## src/rtl/frame_sched.sv

```systemverilog
// Line-render scheduler: issues one render request per visible-line trigger and arbitrates host access during vblank.
// Optional saturating drop counter enabled by FRAME_SCHED_OVERRUN_CNT_EN.
module frame_sched #(
  parameter int H_VIEW = 640,
  parameter int V_VIEW = 480,
  parameter int V_MAX  = 524
) (
  input  logic       clk,
  input  logic       reset_n,
  input  logic [9:0] hpos,
  input  logic [9:0] vpos,
  output logic       line_req,
  output logic [9:0] line_num,
  input  logic       line_ack,
  input  logic       line_done,
  input  logic       host_req,
  output logic       host_gnt,
  output logic       overrun,
  output logic [7:0] overrun_count,
  output logic [1:0] dbg_state
);

  // Handshake: line_req/line_num are held stable until line_ack is sampled high
  // in the REQ state; the request is consumed on that edge. line_done is a
  // single-cycle completion pulse honoured only in BUSY.

  typedef enum logic [1:0] {
    S_IDLE = 2'd0,
    S_REQ  = 2'd1,
    S_BUSY = 2'd2,
    S_HOST = 2'd3
  } state_t;

  localparam logic [9:0] H_TRIG    = 10'(H_VIEW);
  localparam logic [9:0] V_VIS_END = 10'(V_VIEW);
  localparam logic [9:0] V_LAST    = 10'(V_MAX);
  localparam logic [9:0] V_PRE     = 10'(V_VIEW - 1);

  state_t     state_q, state_d;
  logic       line_req_q, line_req_d;
  logic [9:0] line_num_q, line_num_d;
  logic       host_gnt_q, host_gnt_d;
  logic       overrun_q, overrun_d;

  logic       trigger;
  logic [9:0] target;
  logic       host_ok;

  always_comb begin
    trigger = (hpos == H_TRIG) && ((vpos < V_PRE) || (vpos == V_LAST));
    target  = (vpos == V_LAST) ? 10'd0 : vpos + 10'd1;
    // Host window is vblank only, closing before the line-0 prefetch line.
    host_ok = host_req && (vpos >= V_VIS_END) && (vpos < V_LAST);
  end

  always_comb begin
    state_d    = state_q;
    line_req_d = line_req_q;
    line_num_d = line_num_q;
    host_gnt_d = host_gnt_q;
    overrun_d  = trigger && (state_q != S_IDLE);
    case (state_q)
      S_IDLE: begin
        if (trigger) begin
          state_d    = S_REQ;
          line_req_d = 1'b1;
          line_num_d = target;
        end else if (host_ok) begin
          state_d    = S_HOST;
          host_gnt_d = 1'b1;
        end
      end
      S_REQ: begin
        if (line_ack) begin
          state_d    = S_BUSY;
          line_req_d = 1'b0;
        end
      end
      S_BUSY: begin
        if (line_done) state_d = S_IDLE;
      end
      S_HOST: begin
        if (!host_req || (vpos == V_LAST)) begin
          state_d    = S_IDLE;
          host_gnt_d = 1'b0;
        end
      end
      default: state_d = S_IDLE;
    endcase
  end

  always_ff @(posedge clk) begin
    if (!reset_n) begin
      state_q    <= S_IDLE;
      line_req_q <= 1'b0;
      line_num_q <= 10'd0;
      host_gnt_q <= 1'b0;
      overrun_q  <= 1'b0;
    end else begin
      state_q    <= state_d;
      line_req_q <= line_req_d;
      line_num_q <= line_num_d;
      host_gnt_q <= host_gnt_d;
      overrun_q  <= overrun_d;
    end
  end

`ifdef FRAME_SCHED_OVERRUN_CNT_EN
  logic [7:0] ovr_cnt_q, ovr_cnt_d;

  always_comb begin
    ovr_cnt_d = ovr_cnt_q;
    if (overrun_d && (ovr_cnt_q != 8'hFF)) ovr_cnt_d = ovr_cnt_q + 8'd1;
  end

  always_ff @(posedge clk) begin
    if (!reset_n) ovr_cnt_q <= 8'd0;
    else          ovr_cnt_q <= ovr_cnt_d;
  end

  assign overrun_count = ovr_cnt_q;
`else
  assign overrun_count = 8'd0;
`endif

  assign line_req  = line_req_q;
  assign line_num  = line_num_q;
  assign host_gnt  = host_gnt_q;
  assign overrun   = overrun_q;
  assign dbg_state = state_q;

endmodule

```

## config.mk

```make
export PLATFORM = sky130hd
export DESIGN_NAME = frame_sched
export DESIGN_NICKNAME = d
export VERILOG_FILES = /design/src/rtl/frame_sched.sv
export SDC_FILE = /design/constraint.sdc
export NUM_CORES = 1
export LEC_CHECK = 0
export ABC_AREA = 0
export BUFFER_PORTS_ARGS = -buffer_cell sky130_fd_sc_hd__buf_2
export CORE_ASPECT_RATIO = 0.6
export CORE_MARGIN = 3
export CORE_UTILIZATION = 35
export CTS_CLUSTER_DIAMETER = 150
export DETAILED_ROUTE_END_ITERATION = 6
export PLACE_DENSITY_LB_ADDON = 0.12
export SLEW_MARGIN = 25
export SYNTH_ARGS = -nofsm -noshare
export SYNTH_HDL_FRONTEND = slang
export SYNTH_SLANG_ARGS = --single-unit
```

## constraint.sdc

```tcl
create_clock -name clk -period 4.45 [get_ports clk]
set_clock_uncertainty 0.05 [all_clocks]
set_input_delay 0.2225 -clock clk [delete_from_list [all_inputs] [get_ports clk]]
set_output_delay 0.2225 -clock clk [all_outputs]
set_load 0.005 [all_outputs]
```

==> summary.md <==
| Metric | Value |
|---|---|
| Status | completed |
| Syn_area_per_cell | ~8.3 sq um |
| Post-Synth Simple-Gate Area | 29.0% |
| Diode count | 0 |
| Slew HR | approximately three fifths |
| Placer Congestion | 0.739 |
| Total GRT Usage | roughly 15% |
| Post-synth EDFFs | 0 |
| Die Y-Extent | approximately 48 microns |
| TritonCTS clock tree | yes |
| PwrDens | ~230 nW/um^2 |
| Die X | roughly 76 microns |
| Initial antenna violation count | 0 |
| Clk_lat worst skew | around 0.25 ns |
| Row count | 14 |
| Post-Synth XOR/XNOR Area | 0.859% |
| Clock transition at the registers of the reported paths | around 0.060 ns |
| Total CTS buffers | 3 |
| Cells after synthesis | ~120 |
| Nets | 188 |
| Max-slew violation count | 0 |
| YS warnings | 0 |
| IO Pins | 48 |
| Core area | between 2000 and 3000 sq um |
| Global route overflow | 0 |
| FFs w/ async S/R, synth | 0% |
| Static leakage | 0.000594 uW |
| Post-synthesis compound-gate area fraction | 19.1% |
| Detailed Route WL | 2.50 mm |
| Min cycle time layout | ~1.9 ns |
| Initial Utilization | between 30% and 40% |
| Most used DFF post-synth | dfxtp_1 |
| CTS Sinks | 15 |
| Req. time, crit path | approximately 4.6 ns |
| Htree depth | 1 |
| Final Cycle Share | ~43% |
| Pwr Total | just under 300 uW |
| Seq/Total Area, Yosys | approximately 29% |
| Post-synthesis adder-cell area fraction | about 2.5% |
| Router iterations before antenna repair | 4 |
| Hold buffers post-CTS | 0 |
| Worst-case vdd ir drop | between 100 and 150 uV |
| Fillers | 273 |
| Detailed placement HPWL | between 1.5 and 2 mm |
| Crit end category | register |
| Type of origin of the critical path | input pin |
| Final setup fails | 0 |
| Critical Path Fanout Max | 11 |
| Longest Clk Path Bufs | 2 |
| Initial DRC Count | 45 |
| Fin. Hold Viols | 0 |
| Post-CTS Resized | 0 |
| Antenna Nets Post-Route | 0 |
| WP data arrival | approximately 2.0 ns |
| Largest family of logic cells by synthesized area | simple AND/OR/NAND/NOR gates |
| IO buf count | 39 |
| Root buffer cell | clkbuf_8 |
| Via/cell ratio | approximately 5.0 |
| First-pass GRT wire length | 3.86 mm |
| Number of remaining DRC errors | 0 |
| Hold WC Path Type | in2reg |
| Final total negative setup slack | 0 ns |
| Yosys reg bits | 15 |
| F_max | 0.517 GHz |
| Syn Std Cell Area | between 1000 and 1500 sq um |
| Mux cell area share after synthesis | under 10% |
| Max-cap viol count | 0 |
| WL/cell | 12.5 microns |
| Post-Layout Cell Count | 200 |
| Routed via count | between 1,000 and 1,500 |
| Worst-margin pin slew | 0.577 ns |
| Library cells used by synthesis | 40 |
| Die ar. | between 3000 and 4000 sq um |
| Post-CTS setup buffer count | 0 |
| Layout area overhead | 22.6% |
| RSZ-0062 raised after global routing | no |
| Vias in the first global route | around 800 |
| Placed cells | just under 200 |
| Layout cell share with drive strength beyond 1 | between 20% and 30% |
| Largest net degree at the start of global routing | 27 |
| Final hold slack | between 0.2 and 0.25 ns |
| Critical path type | in2reg |
## flip-flops by register name (all words and copies together), names as in the netlist
name and cells:
host_gnt 1, line_req 1, line_num 10, dbg_state 2, overrun 1
## area by class of cell
cell class | instances | area (sq um) | area share (%)
clock buffers | 4 | 45.0 | 3.60
inverters | 4 | 15.0 | 1.20
multi-input cells | 98 | 644 | 51.6
flip-flops and latches | 15 | 300 | 24.0
well taps | 40 | 50.0 | 4.00
repair buffers | 39 | 195 | 15.6
## cells in the mapped netlist, types with 3 or more instances
library cell  count  area [sq um]
nand3_1           6          30.0
o21ai_0           8          40.0
nand4_1           3          18.8
inv_1             4          15.0
nor2_1            3          11.3
mux2i_1           9          90.1
clkbuf_1          4          15.0
nor4_1            3          18.8
buf_4             8          60.1
dfxtp_1          15           300
nand2_1          18          67.6
## power breakdown
| group | internal [uW] | switching, uW |
|---|---|---|
| combinational | 18.8 | 26.4 |
| sequential | 135 | 0.844 |
| clock | 63.5 | 49.2 |
| total | 217 | 76.4 |
## critical path, stage by stage
cell and delay [ns]:
buf_2 0.13, inv_1 0.07, ha_1 0.15, nor3b_2 0.36, nand3_4 0.15, a2111o_1 0.65, and3_1 0.30
## worst paths after layout
kind                                    from      endpoint  slack [ns]  cells past startpoint
worst max-delay path                 vpos[0]   line_num[9]        2.51                      7
worst min-delay path                host_req  dbg_state[1]        0.22                      3
worst max register to register  dbg_state[0]   line_num[9]        2.99                      2
worst min register to register   line_num[8]   line_num[8]        0.41                      2
## stage by stage
step / setup slack, ns / util [%] / area, sq um
after floorplan: 2.80 / - / 1050
final: 2.51 / 47.3 / 1250
after detailed placement: 2.27 / 45.6 / 1200
after global placement: 2.35 / 45.6 / 1200
after global routing: 2.41 / 47.3 / 1250
after CTS: 2.52 / 47.3 / 1250
## cells in the final DEF, fill, tap and decap left out, drive strengths merged, types with 2 or more instances in the layout
cell type and n:
a21boi 3, a21oi 2, a22oi 2, a31oi 2
and2 2, and3 2, buf 39, clkbuf 4
conb 8, dfxtp 15, ha 2, inv 4
mux2i 9, nand2 18, nand3 7, nand4 3
nand4b 2, nor2 3, nor2b 2, nor3 2
nor3b 3, nor4 3, nor4b 2, o21a 2
o21ai 8, o31a 2
## cell families after synthesis
| kind of cell | Yosys count |
|---|---|
| AND/OR/NAND/NOR | 50 |
| AO/OA/AOI/OAI | 28 |
| buffers and inverters | 17 |
| flip-flops | 15 |
| multiplexers | 9 |
| adder cells (fa/ha/maj) | 2 |
| other | 1 |
| XOR/XNOR | 1 |
## metal layers
| layer | wire length [microns] | part of all wire [%] | global-route usage, % |
|---|---|---|---|
| met4 | 8 | 0.32 | 3.14 |
| met5 | 0 | 0 | 0 |
| met1 | 1210 | 48 | 20.9 |
| met2 | 996 | 40 | 20.2 |
| met3 | 282 | 11 | 6.50 |
Power figures use the tool's default switching activity.
